`src/rtl/uart_key_ctrl_pkg.sv`:
```
// rtl/uart_key_ctrl_pkg.sv - shared encodings and key decoder for the snake key controller
package uart_key_ctrl_pkg;

  localparam logic [1:0] DIR_UP    = 2'b00;
  localparam logic [1:0] DIR_RIGHT = 2'b01;
  localparam logic [1:0] DIR_DOWN  = 2'b10;
  localparam logic [1:0] DIR_LEFT  = 2'b11;

  // Lowercase ASCII keys; uppercase is folded onto these by setting bit 5.
  localparam logic [7:0] KEY_W = 8'h77;
  localparam logic [7:0] KEY_D = 8'h64;
  localparam logic [7:0] KEY_S = 8'h73;
  localparam logic [7:0] KEY_A = 8'h61;
  localparam logic [7:0] KEY_P = 8'h70;
  localparam logic [7:0] KEY_R = 8'h72;

  localparam logic [0:0] ST_IDLE   = 1'b0;
  localparam logic [0:0] ST_DECODE = 1'b1;

  typedef enum logic [1:0] {
    KEY_NONE,
    KEY_DIR,
    KEY_PAUSE,
    KEY_RESTART
  } key_kind_e;

  typedef struct packed {
    key_kind_e  kind;
    logic [1:0] dir;
  } key_cmd_t;

  function automatic logic [1:0] opposite(input logic [1:0] d);
    return d ^ 2'b10;
  endfunction

  function automatic key_cmd_t decode_key(input logic [7:0] b);
    key_cmd_t   c;
    logic [7:0] lower;
    lower  = b | 8'h20;
    c.kind = KEY_NONE;
    c.dir  = DIR_UP;
    case (lower)
      KEY_W: begin c.kind = KEY_DIR; c.dir = DIR_UP;    end
      KEY_D: begin c.kind = KEY_DIR; c.dir = DIR_RIGHT; end
      KEY_S: begin c.kind = KEY_DIR; c.dir = DIR_DOWN;  end
      KEY_A: begin c.kind = KEY_DIR; c.dir = DIR_LEFT;  end
      KEY_P: c.kind = KEY_PAUSE;
      KEY_R: c.kind = KEY_RESTART;
      default: c.kind = KEY_NONE;
    endcase
    return c;
  endfunction

endpackage

```
`src/rtl/uart_key_ctrl_if.sv`:
```
// rtl/uart_key_ctrl_if.sv - RX FIFO and game-side signals of the snake key controller
interface uart_key_ctrl_if;
  logic       rx_empty;
  logic [7:0] r_data;
  logic       rd_uart;
  logic       game_tick;
  logic [1:0] dir;
  logic       pause_toggle;
  logic       restart;
  logic [7:0] key_data;
  logic [3:0] q_count;
  logic       overflow;

  modport master (
    output rx_empty, r_data, game_tick,
    input  rd_uart, dir, pause_toggle, restart, key_data, q_count, overflow
  );

  modport slave (
    input  rx_empty, r_data, game_tick,
    output rd_uart, dir, pause_toggle, restart, key_data, q_count, overflow
  );
endinterface

```
`src/rtl/uart_key_ctrl_dir_queue.sv`:
```
// rtl/uart_key_ctrl_dir_queue.sv - DEPTH x 2-bit direction FIFO with flush and tail peek
module uart_key_ctrl_dir_queue #(
  parameter int DEPTH = 2,
  localparam int AW   = $clog2(DEPTH),
  localparam int CW   = AW + 1
) (
  input  logic          clk,
  input  logic          rst,
  input  logic          push,
  input  logic          pop,
  input  logic          flush,
  input  logic [1:0]    din,
  output logic [1:0]    head,
  output logic [1:0]    tail,
  output logic [CW-1:0] count,
  output logic          full,
  output logic          empty
);

  logic [1:0]    mem [DEPTH];
  logic [AW-1:0] rd_ptr;
  logic [AW-1:0] wr_ptr;
  logic [AW-1:0] last_ptr;
  logic [CW-1:0] cnt;
  logic          do_push;
  logic          do_pop;

  assign full     = (cnt == CW'(DEPTH));
  assign empty    = (cnt == '0);
  assign do_push  = push && !full && !flush;
  assign do_pop   = pop && !empty && !flush;
  assign last_ptr = wr_ptr - AW'(1);
  assign head     = mem[rd_ptr];
  assign tail     = mem[last_ptr];
  assign count    = cnt;

  // Storage needs no reset: count gates every read that matters.
  always_ff @(posedge clk) begin
    if (do_push) mem[wr_ptr] <= din;
  end

  // Pointers wrap naturally because DEPTH is a power of two.
  always_ff @(posedge clk or negedge rst) begin
    if (!rst) begin
      rd_ptr <= '0;
      wr_ptr <= '0;
      cnt    <= '0;
    end else if (flush) begin
      rd_ptr <= '0;
      wr_ptr <= '0;
      cnt    <= '0;
    end else begin
      if (do_push) wr_ptr <= wr_ptr + AW'(1);
      if (do_pop)  rd_ptr <= rd_ptr + AW'(1);
      cnt <= cnt + CW'(do_push) - CW'(do_pop);
    end
  end

endmodule

```
`src/rtl/uart_key_ctrl.sv`:
```
// rtl/uart_key_ctrl.sv - pops RX FIFO bytes, decodes snake keys, queues direction changes
module uart_key_ctrl
  import uart_key_ctrl_pkg::*;
#(
  parameter logic [1:0] INIT_DIR = DIR_RIGHT,
  parameter int         DEPTH    = 2
) (
  input  logic            clk,
  input  logic            rst,
  uart_key_ctrl_if.slave  bus
);

  localparam int CW = $clog2(DEPTH) + 1;

  logic [0:0]    state;
  logic [7:0]    byte_q;
  logic [7:0]    key_data_q;
  logic          rd_uart_q;
  logic          pause_q;
  logic          restart_q;
  logic          overflow_q;
  logic [1:0]    dir_q;

  key_cmd_t      cmd;
  logic          in_decode;
  logic [1:0]    ref_dir;
  logic          dir_ok;
  logic          do_restart;
  logic          q_push;
  logic          q_pop;
  logic [1:0]    q_head;
  logic [1:0]    q_tail;
  logic [CW-1:0] q_cnt;
  logic          q_full;
  logic          q_empty;

  // A new direction is compared against the last queued one, so a burst of
  // keys inside one game step cannot build a reversal.
  always_comb begin
    cmd        = decode_key(byte_q);
    in_decode  = (state == ST_DECODE);
    ref_dir    = q_empty ? dir_q : q_tail;
    dir_ok     = (cmd.kind == KEY_DIR) && (cmd.dir != ref_dir) &&
                 (cmd.dir != opposite(ref_dir));
    do_restart = in_decode && (cmd.kind == KEY_RESTART);
    q_push     = in_decode && dir_ok && !q_full;
    q_pop      = bus.game_tick && !q_empty && !do_restart;
  end

  uart_key_ctrl_dir_queue #(.DEPTH(DEPTH)) u_dir_queue (
    .clk   (clk),
    .rst   (rst),
    .push  (q_push),
    .pop   (q_pop),
    .flush (do_restart),
    .din   (cmd.dir),
    .head  (q_head),
    .tail  (q_tail),
    .count (q_cnt),
    .full  (q_full),
    .empty (q_empty)
  );

  always_ff @(posedge clk or negedge rst) begin
    if (!rst) begin
      state      <= ST_IDLE;
      byte_q     <= '0;
      key_data_q <= '0;
      rd_uart_q  <= 1'b0;
      pause_q    <= 1'b0;
      restart_q  <= 1'b0;
      overflow_q <= 1'b0;
      dir_q      <= INIT_DIR;
    end else begin
      rd_uart_q <= 1'b0;
      pause_q   <= 1'b0;
      restart_q <= 1'b0;
      case (state)
        ST_IDLE: begin
          if (!bus.rx_empty) begin
            byte_q     <= bus.r_data;
            key_data_q <= bus.r_data;
            rd_uart_q  <= 1'b1;
            state      <= ST_DECODE;
          end
        end
        default: begin
          pause_q   <= (cmd.kind == KEY_PAUSE);
          restart_q <= (cmd.kind == KEY_RESTART);
          if (do_restart)
            overflow_q <= 1'b0;
          else if (dir_ok && q_full)
            overflow_q <= 1'b1;
          state <= ST_IDLE;
        end
      endcase
      if (do_restart)
        dir_q <= INIT_DIR;
      else if (q_pop)
        dir_q <= q_head;
    end
  end

  assign bus.rd_uart      = rd_uart_q;
  assign bus.dir          = dir_q;
  assign bus.pause_toggle = pause_q;
  assign bus.restart      = restart_q;
  assign bus.key_data     = key_data_q;
  assign bus.q_count      = 4'(q_cnt);
  assign bus.overflow     = overflow_q;

endmodule

```
`src/flat_wrapper.sv`:
```
// flat-port wrapper written by rule: the top's interface ports become plain ports
module uart_key_ctrl_flat import uart_key_ctrl_pkg::*;
#(
  parameter logic [1:0] INIT_DIR = DIR_RIGHT,
  parameter int         DEPTH    = 2
)
  (clk, rst, bus_rx_empty, bus_r_data, bus_game_tick, bus_rd_uart, bus_dir, bus_pause_toggle, bus_restart, bus_key_data, bus_q_count, bus_overflow);
  uart_key_ctrl_if bus_i ();
  input  logic clk;
  input  logic rst;
  input wire logic [$bits(bus_i.rx_empty)-1:0] bus_rx_empty;
  input wire logic [$bits(bus_i.r_data)-1:0] bus_r_data;
  input wire logic [$bits(bus_i.game_tick)-1:0] bus_game_tick;
  output wire logic [$bits(bus_i.rd_uart)-1:0] bus_rd_uart;
  output wire logic [$bits(bus_i.dir)-1:0] bus_dir;
  output wire logic [$bits(bus_i.pause_toggle)-1:0] bus_pause_toggle;
  output wire logic [$bits(bus_i.restart)-1:0] bus_restart;
  output wire logic [$bits(bus_i.key_data)-1:0] bus_key_data;
  output wire logic [$bits(bus_i.q_count)-1:0] bus_q_count;
  output wire logic [$bits(bus_i.overflow)-1:0] bus_overflow;
  assign bus_i.rx_empty = bus_rx_empty;
  assign bus_i.r_data = bus_r_data;
  assign bus_i.game_tick = bus_game_tick;
  assign bus_rd_uart = bus_i.rd_uart;
  assign bus_dir = bus_i.dir;
  assign bus_pause_toggle = bus_i.pause_toggle;
  assign bus_restart = bus_i.restart;
  assign bus_key_data = bus_i.key_data;
  assign bus_q_count = bus_i.q_count;
  assign bus_overflow = bus_i.overflow;
  uart_key_ctrl #(.INIT_DIR(INIT_DIR), .DEPTH(DEPTH)) u_core (.clk(clk), .rst(rst), .bus(bus_i));
endmodule
```
`config.mk`:
```
export PLATFORM = sky130hd
export DESIGN_NAME = uart_key_ctrl_flat
export DESIGN_NICKNAME = d
export VERILOG_FILES = /design/src/rtl/uart_key_ctrl_pkg.sv /design/src/rtl/uart_key_ctrl_if.sv /design/src/rtl/uart_key_ctrl_dir_queue.sv /design/src/rtl/uart_key_ctrl.sv /design/src/flat_wrapper.sv
export SDC_FILE = /design/constraint.sdc
export NUM_CORES = 1
export LEC_CHECK = 0
export BUFFER_PORTS_ARGS = -buffer_cell sky130_fd_sc_hd__clkbuf_2
export CAP_MARGIN = 5
export CORE_AREA = 3 3 44 56
export CTS_CLUSTER_SIZE = 30
export DETAILED_ROUTE_END_ITERATION = 10
export DIE_AREA = 0 0 47 59
export PLACE_DENSITY = 0.89
export SLEW_MARGIN = 10
export SYNTH_ARGS = -nofsm -noshare
export SYNTH_HDL_FRONTEND = slang
export SYNTH_HIERARCHICAL = 1
export SYNTH_SLANG_ARGS = --single-unit
```
`constraint.sdc`:
```
create_clock -name clk -period 6.5 [get_ports clk]
set_input_delay 0.65 -clock clk [delete_from_list [all_inputs] [get_ports clk]]
set_output_delay 0.65 -clock clk [all_outputs]
set_load 0.05 [all_outputs]
```
==> summary.md, run 1 <==
| Metric | Value |
|---|---|
| Post-CTS setup buffer count | 0 |
| Peak Freq | 351.9 MHz |
| Detailed placement HPWL | 1462 um |
| Layout cells sized above 1 | 0.4188 |
| Cell Int Power | 312.8 uW |
| Crit-path max FO | 5 |
| Flop pwr share | 0.389 |
| Root Buffer | clkbuf_4 |
| Fillers | 173 |
| Largest net degree at the start of global routing | 19 |
| Yosys warns | 6 |
| Inserted Diodes | 0 |
| Final period utilization | 0.4372 |
| Power per cell area | 420.5 mW/mm2 |
| Clock Sinks | 22 |
| Area delta synth->final | 18.72% |
| CTS clk-pin slew, worst paths | 130 ps |
| Required @ worst endpoint | 6730 ps |
| Via count | 759 |
| Router iterations before antenna repair | 4 |
| Vias in the first global route | 769 |
| Outcome | complete, no violations |
| Psw | 214.4 uW |
| Final Net Count | 132 |
| Post-cts resize count | 0 |
| Port buffer count | 27 |
| I/O pin cnt | 30 |
| Fin. Hold Viols | 0 |
| Drt via density | 5.540 |
| GRT Overall Usage | 0.1600 |
| First-pass GRT wire length | 3236 um |
| Clock buffer count from CTS | 3 |
| CP arrival | 3070 ps |
| Mapped Cells | 88 |
| Switching share of power | 0.4067 |
| Max VDD drop | 0.2037 mV |
| Drt initial violations | 4 |
| Setup violations, final | 0 |
| CTS max path bufs | 2 |
| RSZ-0062 raised after global routing | no |
| Crit. End Element | register |
| Effective utilization at floorplan | 0.5328 |
| Gr ovfl total | 0 |
| CTS Hold Bufs | 0 |
| Core area | 0.001982 mm2 |
| Final Slew Violations | 0 |
| Placed inst area | 0.001201 mm2 |
| Placer Congestion | 0.7274 |
| TritonCTS clock tree | built |
| Die span in y | 59 um |
| Clock share of power | 0.200 |
| Avg Inst Size Synth | 12.00 um2 |
| Min-Delay Path Class | input pin to async pin |
| CP Launch Type | register |
| CP Class | register to register |
| Leakage | 0.0006035 uW |
| Final Non-Filler Cells | 137 |
| Placed Cells incl. Taps | 133 |
| Comb pwr share | 0.411 |
| Die area | 0.002773 mm2 |
| Mapped Area | 0.001056 mm2 |
| Design Area, Final | 0.001254 mm2 |
| Row cnt | 18 |
| # H-tree levels | 1 |
| Final setup TNS | 0 ps |
| Max-cap viol count | 0 |
| Clock insertion delay at the later pin of the skew report | 320 ps |
| DRC | 0 |
| Clock Skew | 15.64 ps |
| Routed wire length | 1908 um |
| Routed Antenna Nets | 0 |
| Die W | 47 um |
| Post-layout min period | 2842 ps |
| Antenna violations before repair | 0 |
| DR WL/cell | 13.93 um |
## final cells by class
class	count	area (um2)	share of cell area
inverters	4	15.01	0.01198
flip-flops and latches	22	571.8	0.4561
clock buffers	3	22.52	0.01796
clock inverters	1	30.03	0.02395
multi-input cells	60	454.2	0.3623
well taps	20	25.02	0.01996
repair buffers	27	135.1	0.1078
## layout by cell type, fill, tap and decap left out, drive strengths merged
cell	n
o21ai	2
mux2i	2
dfrtp	17
xor2	3
edfxtp	4
nand3	1
conb	2
or3b	1
nor2b	3
dfstp	1
bufinv	1
o31ai	1
or2	2
nor2	11
or3	1
nor3	3
ha	2
nor4b	1
nand2	4
mux2	12
o21a	1
clkbuf	30
nor4bb	1
and2	1
nand4	2
inv	4
nand2b	2
xnor2	1
nor3b	1
## per-layer routing
metal | GRT usage | wire [um] | up-vias
met1 | 0.1873 | 731 | 368
met3 | 0.02128 | 139 | 2
met5 | 0 | 0 | -
met2 | 0.2913 | 1020 | 33
met4 | 0.04743 | 17 | 0
li1 | - | - | 356
## per-stage QoR
step	setup slack (ps)	hold slack, ps	util	total power (uW)
final	3658	239.6	0.6326	527.2
after global routing	3492	251.7	0.6326	558.9
after CTS	3625	258.7	0.6326	531.7
after detailed placement	3636	480.0	0.6061	427.1
after global placement	3745	482.4	0.6061	416.3
after floorplan	3613	354.4	-	378.0
## flip-flops by register name, summed over array words and instances (netlist names)
| register | flops |
|---|---|
| u_core/bus.overflow | 1 |
| u_core/bus.dir | 2 |
| u_core/u_dir_queue/wr_ptr | 1 |
| u_core/bus.key_data | 8 |
| u_core/u_dir_queue/mem | 4 |
| u_core/u_dir_queue/count | 2 |
| u_core/u_dir_queue/rd_ptr | 1 |
| u_core/bus.pause_toggle | 1 |
| u_core/bus.restart | 1 |
| u_core/bus.rd_uart | 1 |
## final timing paths
check | from | end | slack [ps] | cells past startpoint
setup / recovery | u_core/u_dir_queue/wr_ptr$_DFFE_PN0P_ | u_core/u_dir_queue/count[1]$_DFF_PN0_ | 3660 | 12
hold / removal | rst | u_core/u_dir_queue/rd_ptr$_DFFE_PN0P_ | 240 | 1
setup reg to reg | u_core/u_dir_queue/wr_ptr$_DFFE_PN0P_ | u_core/u_dir_queue/count[1]$_DFF_PN0_ | 3660 | 12
hold reg to reg | u_core/bus.overflow$_DFFE_PN0P_ | u_core/bus.overflow$_DFFE_PN0P_ | 510 | 2
max in group asynchronous | rst | u_core/bus.dir[0]$_DFFE_PN1P_ | 5930 | 1
min in group clk | u_core/bus.overflow$_DFFE_PN0P_ | u_core/bus.overflow$_DFFE_PN0P_ | 510 | 2
## worst max-delay path, cell delays in order, from the launching register on
cell      delay, ps
dfrtp_1         440
mux2_2          350
mux2_2          280
o21a_1          200
nor3_1          270
nand2b_4        100
or2_1           220
ha_1            270
inv_1            40
ha_1            170
xor2_1          150
and2_1          160
nor3_1          120
## power by group through the flow
stage          Combinational (uW)  Clock (uW)  Sequential [uW]
2_1_floorplan                95.7           0              282
3_3_place_gp                  211           0              205
3_5_place_dp                  218           0              209
4_1_cts                       220         106              206
5_1_grt                       233         115              211
6_report                      216         106              205
No activity file was read; power rests on OpenSTA's default activity.
==> inputs of run 2 (changes only) <==
CORE_AREA = 3 3 48 61   (was 3 3 44 56)
DIE_AREA = 0 0 51 64   (was 0 0 47 59)
PLACE_DENSITY = 0.8   (was 0.89)
clock period = 2.3 ns   (was 6.5 ns; I/O delays follow)
==> summary.md, run 2 (same netlist as run 1, synthesis figures left out) <==
| Metric | Value |
|---|---|
| Outcome | finished with violations (was complete, no violations) |
| Failing checks | setup timing |
| Max VDD drop | 0.5877 mV (was 0.2037 mV) |
| Post-layout min period | 2597 ps (was 2842 ps) |
| Routed Antenna Nets | 0 (unchanged) |
| Die W | 51 um (was 47 um) |
| Post-Route M1 WL | 848 um (was 731 um) |
| Drt initial violations | 10 (was 4) |
| Placed inst area | 0.001414 mm2 (was 0.001201 mm2) |
| Hold endpoint | u_core/bus.key_data[1]$_DFFE_PN0P_ |
| Design Area, Final | 0.001496 mm2 (was 0.001254 mm2) |
| Min-Delay Path Class | input pin to register (was input pin to async pin) |
| Final Slew Violations | 0 (unchanged) |
| Final Non-Filler Cells | 175 (was 137) |
| # H-tree levels | 1 (unchanged) |
| Router iterations before antenna repair | 4 (unchanged) |
| RSZ-0062 raised after global routing | yes (was no) |
| Drt via density | 4.766 (was 5.540) |
| Fin. Hold Viols | 0 (unchanged) |
| First-pass GRT wire length | 3643 um (was 3236 um) |
| Antenna violations before repair | 0 (unchanged) |
| Vias in the first global route | 858 (was 769) |
| Setup WS post-layout | -296.7 ps (was 3658 ps) |
| Effective utilization at floorplan | 0.4351 (was 0.5328) |
| Final period utilization | 1.129 (was 0.4372) |
| Min-delay src | bus_r_data[1] |
| Max reg flops | 8 (unchanged) |
| Required @ worst endpoint | 2530 ps (was 6730 ps) |
| Clock Sinks | 22 (unchanged) |
| Fillers | 210 (was 173) |
| Gr ovfl total | 0 (unchanged) |
| Setup violations, final | 2 (was 0) |
| Metal2 WL | 1150 um (was 1020 um) |
| Largest net degree at the start of global routing | 19 (unchanged) |
| Routed wire length | 2131 um (was 1908 um) |
| Met3 Routed Length | 132 um (was 139 um) |
| Final core occ | 0.6165 (was 0.6326) |
| Clock buffer count from CTS | 3 (unchanged) |
| Row cnt | 20 (was 18) |
| CTS clk-pin slew, worst paths | 130 ps (about the same) |
| Placer Congestion | 0.7823 (was 0.7274) |
| CP Launch Type | register (unchanged) |
| GRT Overall Usage | 0.1447 (was 0.1600) |
| Worst R2R Path Depth | 12 (unchanged) |
| Layout cells sized above 1 | 0.6127 (was 0.4188) |
| R2R setup slack | -300 ps (was 3660 ps) |
| CP Class | register to register (unchanged) |
| RR Startpoint | u_core/u_dir_queue/wr_ptr$_DFFE_PN0P_ (unchanged) |
| Port buffer count | 27 (unchanged) |
| Final Net Count | 157 (was 132) |
| Core area | 0.002427 mm2 (was 0.001982 mm2) |
| Die area | 0.003264 mm2 (was 0.002773 mm2) |
| Root Buffer | clkbuf_4 (unchanged) |
| Placed Cells incl. Taps | 168 (was 133) |
| Area of the multi-input gates | 478.0 um2 (was 454.2 um2) |
| Inserted Diodes | 0 (unchanged) |
| Hold Path Depth | 3 |
| Commonest non-fill, non-tap cell in the layout | clkbuf_2 (unchanged) |
| Peak Freq | 385.1 MHz (was 351.9 MHz) |
| Die span in y | 64 um (was 59 um) |
| TritonCTS clock tree | built (unchanged) |
| Crit. End Element | register (unchanged) |
| DRC | 0 (unchanged) |
| Area delta synth->final | 41.71% (was 18.72%) |
| Clock Skew | 6.361 ps (was 15.64 ps) |
| Leakage | 0.0007204 uW (was 0.0006035 uW) |
| Reg-to-Reg End | u_core/u_dir_queue/count[1]$_DFF_PN0_ (unchanged) |
| Crit-path max FO | 2 (was 5) |
| Via count | 834 (was 759) |
| Commonest non-fill, non-tap cells in the layout | clkbuf_2 (27), buf_4 (24), mux2_2 (11) (was clkbuf_2 (27), dfrtp_1 (17), mux2_2 (11)) |
| Top Layer Used | met3 (was met4) |
| Reg area | 584.3 um2 (was 571.8 um2) |
| CTS max path bufs | 2 (unchanged) |
| I/O pin cnt | 30 (unchanged) |
| Max-cap viol count | 0 (unchanged) |
| CP arrival | 2830 ps (was 3070 ps) |
| DR WL/cell | 12.18 um (was 13.93 um) |
| Power per cell area | 1101 mW/mm2 (was 420.5 mW/mm2) |
| Detailed placement HPWL | 1677 um (was 1462 um) |
| Clock insertion delay at the later pin of the skew report | 310 ps (was 320 ps) |
## run 2: worst max-delay path by stage
stage / slack, ps / startpoint / cells after the start / end
finish: -300 / u_core/u_dir_queue/wr_ptr$_DFFE_PN0P_ / 12 / u_core/u_dir_queue/count[1]$_DFF_PN0_
CTS: -310 / u_core/u_dir_queue/wr_ptr$_DFFE_PN0P_ / 12 / u_core/u_dir_queue/count[1]$_DFF_PN0_
floorplan: -310 / u_core/bus.key_data[7]$_DFFE_PN0P_ / 11 / u_core/u_dir_queue/count[1]$_DFF_PN0_
global route: -400 / u_core/u_dir_queue/wr_ptr$_DFFE_PN0P_ / 12 / u_core/u_dir_queue/count[1]$_DFF_PN0_
global placement: -210 / u_core/u_dir_queue/wr_ptr$_DFFE_PN0P_ / 12 / u_core/u_dir_queue/count[1]$_DFF_PN0_
detailed placement: -310 / u_core/u_dir_queue/wr_ptr$_DFFE_PN0P_ / 12 / u_core/u_dir_queue/count[1]$_DFF_PN0_
## run 2: critical path, stage by stage (launching register included)
cell,delay [ps]
dfrtp_1,380
mux2_2,340
mux2_2,270
o21a_1,210
nor3_4,160
nand2b_4,60
or2_1,210
ha_1,270
inv_1,40
ha_1,170
xor2_1,140
and2_1,160
nor3_2,100
## run 2: layer usage
metal | global-route usage | vias up
li1 | - | 406
met1 | 0.1697 | 398
met2 | 0.2661 | 30
met3 | 0.02098 | 0
met4 | 0.04040 | 0
met5 | 0 | -
## run 2: layout make-up
cell class / count / area share
clock buffers: 3 / 0.01505
well taps: 33 / 0.02759
inverters: 4 / 0.01003
multi-input cells: 60 / 0.3194
clock inverters: 1 / 0.02007
flip-flops and latches: 22 / 0.3905
repair buffers: 52 / 0.2174
## run 2: per-stage QoR
stage	setup TNS [ps]	total power, uW	worst slack [ps]	hold WS [ps]
5_1_grt	-603.2	1744	-401.8	121.5
3_3_place_gp	-250.5	1310	-208.6	195.5
4_1_cts	-440.3	1647	-308.9	112.5
3_5_place_dp	-419.4	1341	-312.4	202.2
6_report	-413.3	1648	-296.7	115.6
2_1_floorplan	-464.5	1092	-311.9	-65.59
## run 2: where the power goes
| group | switching (uW) | total (uW) | internal (uW) | leakage, uW |
|---|---|---|---|---|
| logic | 475 | 808 | 333 | 0.000449 |
| clock network | 118 | 294 | 176 | 0.0000279 |
| registers | 53.0 | 545 | 492 | 0.000244 |
## run 2: what timing repair did
action,4_1_cts,5_1_grt
endpoints found under the hold margin,17,0
buffers inserted,0,2
hold buffers,1,0
setup endpoints to repair,2,2
resized for setup,1,0
